===== src/rtl/mem_arbiter_pkg.sv =====
// Shared encodings for the byte-serial RAM arbiter: FSM states, access sizes, owners.
package mem_arbiter_pkg;

  typedef enum logic [1:0] {
    ST_IDLE  = 2'd0,
    ST_READ  = 2'd1,
    ST_WRITE = 2'd2,
    ST_DONE  = 2'd3
  } state_t;

  localparam logic [1:0] SIZE_B = 2'b00;
  localparam logic [1:0] SIZE_H = 2'b01;
  localparam logic [1:0] SIZE_W = 2'b10;

  localparam logic OWN_IF  = 1'b0;
  localparam logic OWN_MEM = 1'b1;

  localparam logic [31:0] ZeroWord = 32'h0000_0000;

  // Byte count for a size code; 10 and 11 both mean a full word.
  function automatic logic [2:0] size_to_n(input logic [1:0] size);
    case (size)
      SIZE_B:  size_to_n = 3'd1;
      SIZE_H:  size_to_n = 3'd2;
      default: size_to_n = 3'd4;
    endcase
  endfunction

endpackage


===== src/rtl/mem_byte_assembler.sv =====
// Collects RAM bytes little-endian into a word and zero/sign-extends to N bytes.
module mem_byte_assembler
  import mem_arbiter_pkg::*;
(
  input  logic        clk,
  input  logic        rst,
  input  logic        en,
  input  logic        cap,
  input  logic [1:0]  idx,
  input  logic [7:0]  din,
  input  logic [2:0]  nbytes,
  input  logic        sgn,
  output logic [31:0] word
);

  logic [3:0][7:0] byte_q, byte_d;

  // word includes the byte arriving this cycle so the caller can register it
  // on the same edge as the final capture.
  always_comb begin
    byte_d = byte_q;
    if (cap) byte_d[idx] = din;
  end

  always_ff @(posedge clk) begin
    if (rst)     byte_q <= ZeroWord;
    else if (en) byte_q <= byte_d;
  end

  always_comb begin
    case (nbytes)
      3'd1:    word = {{24{sgn & byte_d[0][7]}}, byte_d[0]};
      3'd2:    word = {{16{sgn & byte_d[1][7]}}, byte_d[1], byte_d[0]};
      default: word = byte_d;
    endcase
  end

endmodule


===== src/rtl/mem_arbiter.sv =====
// Shares the byte-wide RAM port between IF and MEM, serializing 1/2/4-byte accesses.
// Build option MEMARB_SIGNEXT_EN: sign-extend MEM loads when mem_signed is set.
module mem_arbiter
  import mem_arbiter_pkg::*;
#(
  parameter int ADDR_W = 32,
  parameter int DATA_W = 32
) (
  input  logic              clk,
  input  logic              rst,
  input  logic              rdy,
  input  logic              if_req,
  input  logic [ADDR_W-1:0] if_addr,
  output logic [DATA_W-1:0] if_data,
  output logic              if_done,
  input  logic              mem_req,
  input  logic              mem_we,
  input  logic [1:0]        mem_size,
  input  logic              mem_signed,
  input  logic [ADDR_W-1:0] mem_addr,
  input  logic [DATA_W-1:0] mem_wdata,
  output logic [DATA_W-1:0] mem_rdata,
  output logic              mem_done,
  output logic [ADDR_W-1:0] ram_addr,
  output logic              ram_wr,
  output logic [7:0]        ram_dout,
  input  logic [7:0]        ram_din
);

  state_t            state, state_nxt;
  logic [2:0]        cnt;
  logic              own_q;
  logic [ADDR_W-1:0] addr_q;
  logic [2:0]        n_q;
  logic [3:0][7:0]   wdata_q;
  logic              sgn_q;
  logic              sgn_in;
  logic              drive;
  logic              cap;
  logic              last_rd;
  logic [31:0]       word;

`ifdef MEMARB_SIGNEXT_EN
  assign sgn_in = mem_signed;
`else
  logic unused_signed;
  assign unused_signed = mem_signed;
  assign sgn_in        = 1'b0;
`endif

  // Cycle c of a transaction (c = cnt) drives byte c-1 and captures byte c-2.
  assign drive   = (cnt != 3'd0) && (cnt <= n_q);
  assign cap     = (state == ST_READ) && (cnt >= 3'd2) && (cnt <= n_q + 3'd1);
  assign last_rd = (state == ST_READ) && (cnt == n_q + 3'd1);

  always_ff @(posedge clk) begin
    if (rst) begin
      state <= ST_IDLE;
      cnt   <= 3'd0;
    end else if (rdy) begin
      state <= state_nxt;
      cnt   <= (state == ST_READ || state == ST_WRITE) ? cnt + 3'd1 : 3'd0;
    end
  end

  always_comb begin
    state_nxt = state;
    case (state)
      ST_IDLE: begin
        if (mem_req)     state_nxt = mem_we ? ST_WRITE : ST_READ;
        else if (if_req) state_nxt = ST_READ;
      end
      ST_READ:  if (cnt == n_q + 3'd1) state_nxt = ST_DONE;
      ST_WRITE: if (cnt == n_q)        state_nxt = ST_DONE;
      default:  state_nxt = ST_IDLE;
    endcase
  end

  always_comb begin
    ram_addr = '0;
    ram_wr   = 1'b0;
    ram_dout = 8'h00;
    if_done  = 1'b0;
    mem_done = 1'b0;
    if ((state == ST_READ || state == ST_WRITE) && drive)
      ram_addr = addr_q + ADDR_W'(cnt - 3'd1);
    if (state == ST_WRITE && drive) begin
      ram_wr   = rdy;
      ram_dout = wdata_q[2'(cnt - 3'd1)];
    end
    if (state == ST_DONE) begin
      if (own_q == OWN_MEM) mem_done = 1'b1;
      else                  if_done  = 1'b1;
    end
  end

  always_ff @(posedge clk) begin
    if (rst) begin
      own_q     <= OWN_IF;
      addr_q    <= '0;
      n_q       <= 3'd4;
      wdata_q   <= ZeroWord;
      sgn_q     <= 1'b0;
      if_data   <= ZeroWord;
      mem_rdata <= ZeroWord;
    end else if (rdy) begin
      if (state == ST_IDLE) begin
        if (mem_req) begin
          own_q   <= OWN_MEM;
          addr_q  <= mem_addr;
          n_q     <= size_to_n(mem_size);
          wdata_q <= mem_wdata;
          sgn_q   <= sgn_in;
        end else if (if_req) begin
          own_q   <= OWN_IF;
          addr_q  <= if_addr;
          n_q     <= 3'd4;
          sgn_q   <= 1'b0;
        end
      end
      if (last_rd) begin
        if (own_q == OWN_MEM) mem_rdata <= word;
        else                  if_data   <= word;
      end
    end
  end

  mem_byte_assembler u_asm (
    .clk    (clk),
    .rst    (rst),
    .en     (rdy),
    .cap    (cap),
    .idx    (2'(cnt - 3'd2)),
    .din    (ram_din),
    .nbytes (n_q),
    .sgn    (sgn_q),
    .word   (word)
  );

endmodule


===== config.mk =====
export PLATFORM = sky130hd
export DESIGN_NAME = mem_arbiter
export DESIGN_NICKNAME = d
export VERILOG_FILES = /design/src/rtl/mem_arbiter_pkg.sv /design/src/rtl/mem_byte_assembler.sv /design/src/rtl/mem_arbiter.sv
export SDC_FILE = /design/constraint.sdc
export NUM_CORES = 1
export LEC_CHECK = 0
export CAP_MARGIN = 20
export CORE_MARGIN = 10
export CORE_UTILIZATION = 50
export CTS_CLUSTER_SIZE = 14
export DETAILED_ROUTE_END_ITERATION = 10
export PLACE_DENSITY = 0.83
export SETUP_SLACK_MARGIN = 0.1
export SLEW_MARGIN = 20
export SYNTH_ARGS = -nofsm -noshare
export SYNTH_HDL_FRONTEND = slang
export SYNTH_SLANG_ARGS = --single-unit

===== constraint.sdc =====
create_clock -name clk -period 10.5 [get_ports clk]
set_input_delay 1.05 -clock clk [delete_from_list [all_inputs] [get_ports clk]]
set_output_delay 1.05 -clock clk [all_outputs]
set_load 0.01 [all_outputs]

==> results of run 1 <==
[area by class of cell]
type                       instances  area, um^2
sequential                       169        3380
inverter                          21        78.8
timing repair buffer             226        2240
multi-input combinational        813        5480
fill                            1488        6010
tap                              229         287
clock inverter                    13         159
clock buffer                      19         443
[cells in the mapped netlist (3+ instances only)]
| library cell | n |
|---|---|
| o22ai_1 | 48 |
| inv_1 | 20 |
| or3_1 | 6 |
| a21oi_2 | 3 |
| and2_1 | 5 |
| a21o_1 | 15 |
| o21a_1 | 4 |
| a211oi_1 | 50 |
| clkbuf_1 | 65 |
| a21oi_1 | 75 |
| xnor2_1 | 17 |
| buf_2 | 4 |
| nor2b_1 | 6 |
| or2_2 | 3 |
| nor2_1 | 117 |
| nand3_1 | 19 |
| o21ai_2 | 3 |
| and3_1 | 12 |
| or2_1 | 3 |
| nand2b_1 | 55 |
| nand4_1 | 9 |
| o21ai_0 | 7 |
| mux2i_1 | 78 |
| ha_1 | 50 |
| a31oi_1 | 8 |
| nor3_1 | 8 |
| mux2_1 | 24 |
| dfxtp_1 | 169 |
| buf_6 | 3 |
| o21ai_1 | 5 |
| xor2_1 | 6 |
| o31ai_1 | 7 |
| mux4_2 | 8 |
| nand2_1 | 128 |
| nand4_2 | 3 |
| o21bai_1 | 7 |
[worst register-to-register path, delay by kind of cell, from the launching register on]
kind                       cells  cell delay, ns
and+or+nand+nor                3            1.07
DFF                            1            0.86
buffers and inverters          2            0.78
adders and majority gates      1            0.40
AOI/OAI and AO/OA              1            0.40
[stage by stage]
step                      cell area, um^2  hold slack, ns
after CTS                           12100           0.455
after detailed placement            11500           0.445
after global placement              11500           0.441
after floorplan                      9250           0.433
final                               12100           0.456
after global routing                12100           0.471
[worst max path at each step]
stage	start	to	slack, ns
floorplan	cnt[2]	ram_addr[28]	5.30
global placement	cnt[0]	ram_addr[28]	4.73
detailed placement	cnt[0]	ram_addr[28]	4.65
CTS	cnt[0]	ram_addr[28]	4.18
global route	cnt[0]	ram_addr[18]	3.99
finish	cnt[0]	ram_addr[28]	4.25
[cells by family after synthesis]
group / Yosys count
AOI/OAI and AO/OA: 248
xor gates and xnor gates: 23
adders and majority gates: 51
buffers and inverters: 98
DFF: 169
muxes: 110
and+or+nand+nor: 381
[flip-flops by register name, summed over array words and instances (netlist names)]
signal,flops
addr_q,32
if_data,32
mem_rdata,32
u_asm.byte_q,32
wdata_q,32
cnt,3
n_q,3
state,2
own_q,1
[power by group]
part / switching [mW] / total (mW) / internal, mW / leakage (nW)
Combinational: 0.360 / 0.642 / 0.282 / 3.27
Clock: 0.283 / 0.648 / 0.365 / 0.294
Sequential: 0.0237 / 0.695 / 0.671 / 1.37
[layer usage]
layer  part of all wire [%]  vias to the layer above  track usage [%]
li1                       -                     4162                -
met1                     42                     3912             25.5
met2                     47                      265             36.4
met3                    9.5                       39             8.22
met4                    1.9                        0             6.52
met5                      0                        -                0
==> flow_summary.toml, run 1 <==
[status]
status = "complete, no violations"

[die]
initial_core_util_pct = 51.1
num_rows = 49
die_w_um = 156
ioPinCount = 220
core-area_mm2 = 0.0181
die_y_um = 156
die_area_mm2 = 0.0243

[yosys]
synthAdderAreaFrac_pct = 6.98
synth_area_mm2 = 0.00925
synth_nets = 1244
synth-seq-area-share_pct = 36.6
synth_top_family_by_area = "simple AND/OR/NAND/NOR gates"
synth.avg_cell_area_um2 = 8.56
synthFlopType = "dfxtp_1"
synth_compound_area_share_pct = 17.4
synth_area_leaders = "dfxtp_1, mux2i_1, ha_1, nand2_1, nor2_1"
synth_top_area_share_pct = 36.6
synth.yosys.warnings = 0
yosysUniqueCellTypes = 61
ys_ff_latch = 169
yosys.area.top_type = "dfxtp_1"
syn_inst = 1080
synth_xor_area_share_pct = 2.18
synth_simple_gate_area_share_pct = 19.1
synth_edf_count = 0
async_flop_share_pct = 0
synth_mux_area_share_pct = 13.3

[placement]
dp.cells = 1458
post-place-ws_ns = 4.65
gp_congestion = 0.890
port_buffers = 218
dpl.hpwl_um = 19700

[clock_tree]
clk_latency_ns = 0.43
hold_buffers = 0
cts-root-buf = "clkbuf_16"
cts_resized = 0
cts_buffer_depth = 2
cts_setup_buffers = 0
cts.sinks = 169
cts_buffers = 17
tritoncts = "done"
clkTransAtPathRegs_ns = 0.07
h-tree-depth = 4

[worst_setup_path]
worstReg2RegStart = "cnt[0]"
path_cells = "inv_1, ha_1, inv_1, fa_1, a21oi_1, o21ai_2, a211oi_2, o211a_1, nor3_1, o21a_1, nor3_1, clkdlybuf4s50_1"
worstRegToRegCells = 7
cp_slowest_cell = "dfxtp_1"
crit_type = "reg2out"
critical_path_buf_inv_count = 3
cp-start-kind = "register"
r2r_slack_ns = 6.90
end_kind = "output port"
worstPathArrival_ns = 5.20
r2r_end = "mem_rdata[9]"
slowest_delay_ns = 0.86
critical_path_peak_fanout = 13
cp_data_required_time_ns = 9.45
crit_family = "compound AO/OA/AOI/OAI gates"
crit_cells = 12

[global_route]
antenna_found_initial = 0
grt_max_degree = 99
grt_pass1_vias = 8432
track_usage_pct = 21.8
grt_overflow = 0
grt_first_pass_wirelength_um = 43600

[cells_and_area]
utilization_pct = 66.7
most-common-layout-cells = "clkdlybuf4s50_1, dfxtp_1, nand2_1, nor2_1, mux2i_1"
n_antenna_cell = 0
drive_above_1_share_pct = 5.79
final_common_cell = "clkdlybuf4s50_1"
instances_no_fill = 1490
syn2layout_area_growth_pct = 30.5
nNetsFinal = 1412

[routing]
first_pass_iters = 5
first_iter_violations = 507
drt-vias-per-instance = 5.62
drc_errors = 0
vias = 8378
routedWlPerCell_um = 18.4
postRouteAntennaNets = 0
drt-total-wl_um = 27500

[timing]
hold_violations = 0
rsz0062_at_grt = "false"
skew_ns = 0.00857
setup_violations = 0
fmax_ghz = 0.160
max-slew-margin-rel_pct = 27.7
final-max-slew-violation-count = 0
fin_tns_setup_ns = 0
period_share_pct = 59.5
post-route-min-period_ns = 6.25
worstMarginPinSlew_ns = 1.08
layout_setup_ws_ns = 4.25

[power_and_ir_drop]
p_total_mw = 1.98
ir_drop_mv = 0.134
p_per_area_mw_per_mm2 = 164
power.leakage_nw = 4.93

[run]
drv_cap = 0

[min_path]
min_path_type = "reg2reg"
min_from = "wdata_q[2]"
whs_path_depth = 2
min_to = "wdata_q[2]"
Power figures use the tool's default switching activity.
==> inputs of run 2 (changes only) <==
clock period = 6 ns   (was 10.5 ns; I/O delays follow)
==> run 2 against run 1 <==
Combinational power rose by 78%; global-route usage grew 0.29 points; sequential cell count unchanged; cell count stayed put; register-to-register slack worse by 4.0 ns; critical path type unchanged; largest power group unchanged.
==> flow_summary.toml, run 2 (synthesized netlist as in run 1, its figures left out) <==
[status]
status = "complete, no violations"

[timing]
skew_ns = 0.00998
final-max-slew-violation-count = 0
rsz0062_at_grt = "false"
fmax_ghz = 0.189
max-slew-margin-rel_pct = 28.6
hold_violations = 0
setup_violations = 0
holdWs_ns = 0.457
fin_tns_setup_ns = 0
post-route-min-period_ns = 5.29
worstMarginPinSlew_ns = 1.07
period_share_pct = 88.1

[clock_tree]
cts_buffer_depth = 2
clk_latency_ns = 0.43
hold_buffers = 0
clkTransAtPathRegs_ns = 0.07
cts_resized = 0
h-tree-depth = 4
cts.sinks = 169
cts-root-buf = "clkbuf_16"
cts_buffers = 17
tritoncts = "done"
cts_setup_buffers = 0

[die]
die_y_um = 156
core-area_mm2 = 0.0181
ioPinCount = 220
die_w_um = 156
die_area_mm2 = 0.0243
num_rows = 49
initial_core_util_pct = 51.1

[routing]
vias = 8482
first_pass_iters = 5
postRouteAntennaNets = 0
routedWlPerCell_um = 18.5
drc_errors = 0
first_iter_violations = 495
drt-vias-per-instance = 5.69
drt-total-wl_um = 27600

[global_route]
grt_first_pass_wirelength_um = 44400
met1_usage_pct = 26.8
busiest_layer = "met2"
grt_use_met2_pct = 35.9
grt_use_met3_pct = 7.72
antenna_found_initial = 0
grt_pass1_vias = 8404
grt_max_degree = 89
grt_overflow = 0
track_usage_pct = 22.1

[cells_and_area]
utilization_pct = 66.8
drive_above_1_share_pct = 5.95
nNetsFinal = 1412
final_common_cell = "clkdlybuf4s50_1"
syn2layout_area_growth_pct = 30.6
final_cell_area_mm2 = 0.0121
fill_cells = 1482
n_antenna_cell = 0
most-common-layout-cells = "clkdlybuf4s50_1, dfxtp_1, nand2_1, nor2_1, mux2i_1"

[run]
drv_cap = 0

[power_and_ir_drop]
pwr-share-seq_pct = 34.7
p_per_area_mw_per_mm2 = 289
p_sw_share_pct = 34.0
clockPowerShare_pct = 32.6
p_total_mw = 3.49
power.leakage_nw = 4.93
ir_drop_mv = 0.203
p_switching_mw = 1.19
intPower_mw = 2.30
p_comb_share_pct = 32.7

[worst_setup_path]
cp_data_required_time_ns = 5.40
r2r_slack_ns = 2.86
crit_type = "reg2out"
path_cells = "buf_4, inv_1, ha_1, inv_1, fa_1, a21oi_1, o21ai_2, a211oi_2, o211a_1, nor3_1, o21a_1, nor3_1, clkdlybuf4s50_1"
critical_path_peak_fanout = 13
worstRegToRegCells = 8
worstPathArrival_ns = 4.69
end_kind = "output port"
cp_slowest_cell = "ha_1"
slowest_delay_ns = 0.64
cp-start-kind = "register"

[placement]
gp_congestion = 0.889
port_buffers = 218
place_area_mm2 = 0.0115
dpl.hpwl_um = 19700

[min_path]
min_path_type = "reg2reg"
whs_path_depth = 2
run 2: final cells by class:
cell class / count / area, um^2 / share of cell area, %
Clock buffer: 17 / 425 / 3.52
Sequential cell: 169 / 3380 / 28.0
Inverter: 21 / 78.8 / 0.653
Clock inverter: 15 / 188 / 1.55
Multi-Input combinational cell: 813 / 5480 / 45.4
Timing Repair Buffer: 226 / 2230 / 18.5
Tap cell: 229 / 287 / 2.37
run 2: metrics by stage:
step	worst slack, ns	cells
3_3_place_gp	1.23	1458
3_5_place_dp	1.15	1458
4_1_cts	0.667	1490
5_1_grt	0.415	1490
6_report	0.713	1490
2_1_floorplan	1.25	1080
run 2: final timing paths:
check               from           end
max               cnt[0]  ram_addr[28]
min          wdata_q[28]   wdata_q[28]
max reg2reg       cnt[0]   if_data[15]
min reg2reg  wdata_q[28]   wdata_q[28]
run 2: power groups by stage:
stage / Combinational, mW / Clock, mW / Sequential [mW]
floorplan: 0.845 / 0 / 1.22
finish: 1.14 / 1.14 / 1.21
CTS: 1.13 / 1.15 / 1.21
global route: 1.26 / 1.20 / 1.22
global placement: 1.10 / 0 / 1.23
detailed placement: 1.11 / 0 / 1.23
run 2: per-layer routing:
layer,up-vias,part of all wire [%]
met5,-,0
met3,34,9.2
met2,317,47
met1,3965,42
li1,4166,-
met4,0,2.1
run 2: critical path: cells and delay by family (launching register included):
kind	cells	cell delay, ns
flops	1	0.31
simple gates	2	0.26
fa+ha+maj	2	1.09
compound gates	5	1.41
buf+inv	4	1.18
==> inputs of run 3 (changes only) <==
SLEW_MARGIN = unset   (was 20)
==> run 3 against run 2 <==
Global-route usage decreased by 0.19 points; hold slack barely moved; fmax decreased by 0.79%; total power fell by 2.7%.
==> flow_summary.toml, run 3 (synthesized netlist as in run 1, its figures left out) <==
[status]
status = "complete, no violations"

[power_and_ir_drop]
p_per_area_mw_per_mm2 = 281
ir_drop_mv = 0.204
power.leakage_nw = 4.93

[min_path]
min_to = "wdata_q[4]"
whs_path_depth = 2
min_from = "wdata_q[4]"
min_path_type = "reg2reg"

[worst_setup_path]
cp-start-kind = "register"
crit_family = "compound AO/OA/AOI/OAI gates"
end_kind = "output port"
path_cells = "buf_4, inv_1, ha_1, inv_1, fa_1, a21oi_1, o21ai_2, a211oi_2, o211a_1, nor3_1, o21a_1, nor3_1, clkdlybuf4s50_1"
critical_path_buf_inv_count = 4
worstReg2RegStart = "cnt[0]"
r2r_slack_ns = 2.87
worstPathArrival_ns = 4.73
crit_type = "reg2out"
cp_slowest_cell = "ha_1"
critical_path_peak_fanout = 13
slowest_delay_ns = 0.64
r2r_end = "mem_rdata[19]"
cp_data_required_time_ns = 5.40
worstRegToRegCells = 8

[die]
ioPinCount = 220
die_y_um = 156
initial_core_util_pct = 51.1
die_area_mm2 = 0.0243
die_w_um = 156
core-area_mm2 = 0.0181
num_rows = 49

[clock_tree]
cts-root-buf = "clkbuf_16"
cts.sinks = 169
cts_setup_buffers = 0
tritoncts = "done"
cts_resized = 0
hold_buffers = 0
clk_latency_ns = 0.42
cts_buffers = 17
clkTransAtPathRegs_ns = 0.06
cts_buffer_depth = 2
h-tree-depth = 4

[placement]
dpl.hpwl_um = 19900
dp.cells = 1459
port_buffers = 218
gp_congestion = 0.889

[global_route]
grt_pass1_vias = 8444
grt_max_degree = 89
antenna_found_initial = 0
track_usage_pct = 21.9
grt_first_pass_wirelength_um = 44100
grt_overflow = 0

[run]
drv_cap = 0

[timing]
worstMarginPinSlew_ns = 1.09
setup_violations = 0
final-max-slew-violation-count = 0
rsz0062_at_grt = "false"
fin_tns_setup_ns = 0
post-route-min-period_ns = 5.33
fmax_ghz = 0.188
max-slew-margin-rel_pct = 27.7
hold_violations = 0
skew_ns = 0.0167
period_share_pct = 88.8

[cells_and_area]
syn2layout_area_growth_pct = 30.5
drive_above_1_share_pct = 5.70
nNetsFinal = 1414
final_common_cell = "clkdlybuf4s50_1"
most-common-layout-cells = "clkdlybuf4s50_1, dfxtp_1, nand2_1, nor2_1, mux2i_1"
instances_no_fill = 1492
n_antenna_cell = 0

[routing]
first_iter_violations = 492
routedWlPerCell_um = 18.3
drc_errors = 0
drt-total-wl_um = 27300
postRouteAntennaNets = 0
first_pass_iters = 5
vias = 8415
drt-vias-per-instance = 5.64
==> run 3: cell types whose count changed in the layout (fill, tap and decap cells not counted), sizes merged <==
cell / change
buf: +2
clkinv: -1
inv: -3
bufinv: -1
clkbuf: +5
==> run 3: cell type report <==
type,instances,area [um^2]
fillers,1462,6010
multi-input cells,813,5480
flip-flops and latches,169,3380
repair buffers,228,2290
clock buffers,22,464
well taps,229,287
clock inverters,10,91.3
inverters,21,78.8
==> run 3: per-stage QoR <==
step | setup slack [ns] | hold WS (ns) | power [mW] | utilization (%) | instance area (um^2)
2_1_floorplan | 1.25 | 0.433 | 2.07 | - | 9250
3_3_place_gp | 1.23 | 0.441 | 2.33 | 63.4 | 11500
3_5_place_dp | 1.10 | 0.446 | 2.35 | 63.5 | 11500
4_1_cts | 0.628 | 0.455 | 3.40 | 66.6 | 12000
5_1_grt | 0.387 | 0.473 | 3.58 | 66.7 | 12100
6_report | 0.671 | 0.457 | 3.39 | 66.7 | 12100
==> run 3: worst max path at each step <==
stage	slack, ns	cells after the start	endpoint	startpoint
detailed placement	1.10	13	ram_addr[28]	cnt[0]
CTS	0.63	13	ram_addr[28]	cnt[0]
finish	0.67	13	ram_addr[28]	cnt[0]
global route	0.39	13	ram_addr[28]	cnt[0]
global placement	1.23	13	ram_addr[28]	cnt[0]
floorplan	1.25	9	ram_addr[28]	cnt[2]
==> run 3: worst reg2reg max path: cells and delay by family, from the launching register on <==
family,cells,cell delay (ns)
AOI/OAI and AO/OA,1,0.42
adders and majority gates,1,0.35
buffers and inverters,3,0.88
DFF,1,0.31
and+or+nand+nor,3,1.08
==> run 3: power by group <==
part / switching, mW / internal [mW] / leakage, nW / total (mW)
clock: 0.450 / 0.594 / 0.271 / 1.04
sequential: 0.0365 / 1.17 / 1.37 / 1.21
combinational: 0.636 / 0.501 / 3.29 / 1.14
total: 1.12 / 2.27 / 4.93 / 3.39
==> run 3: routing by layer <==
metal | track usage (%) | up-vias | wire (um)
li1 | - | 4176 | -
met1 | 26.6 | 3937 | 11700
met2 | 35.7 | 267 | 12700
met3 | 7.91 | 35 | 2410
met4 | 6.43 | 0 | 569
met5 | 0 | - | 0
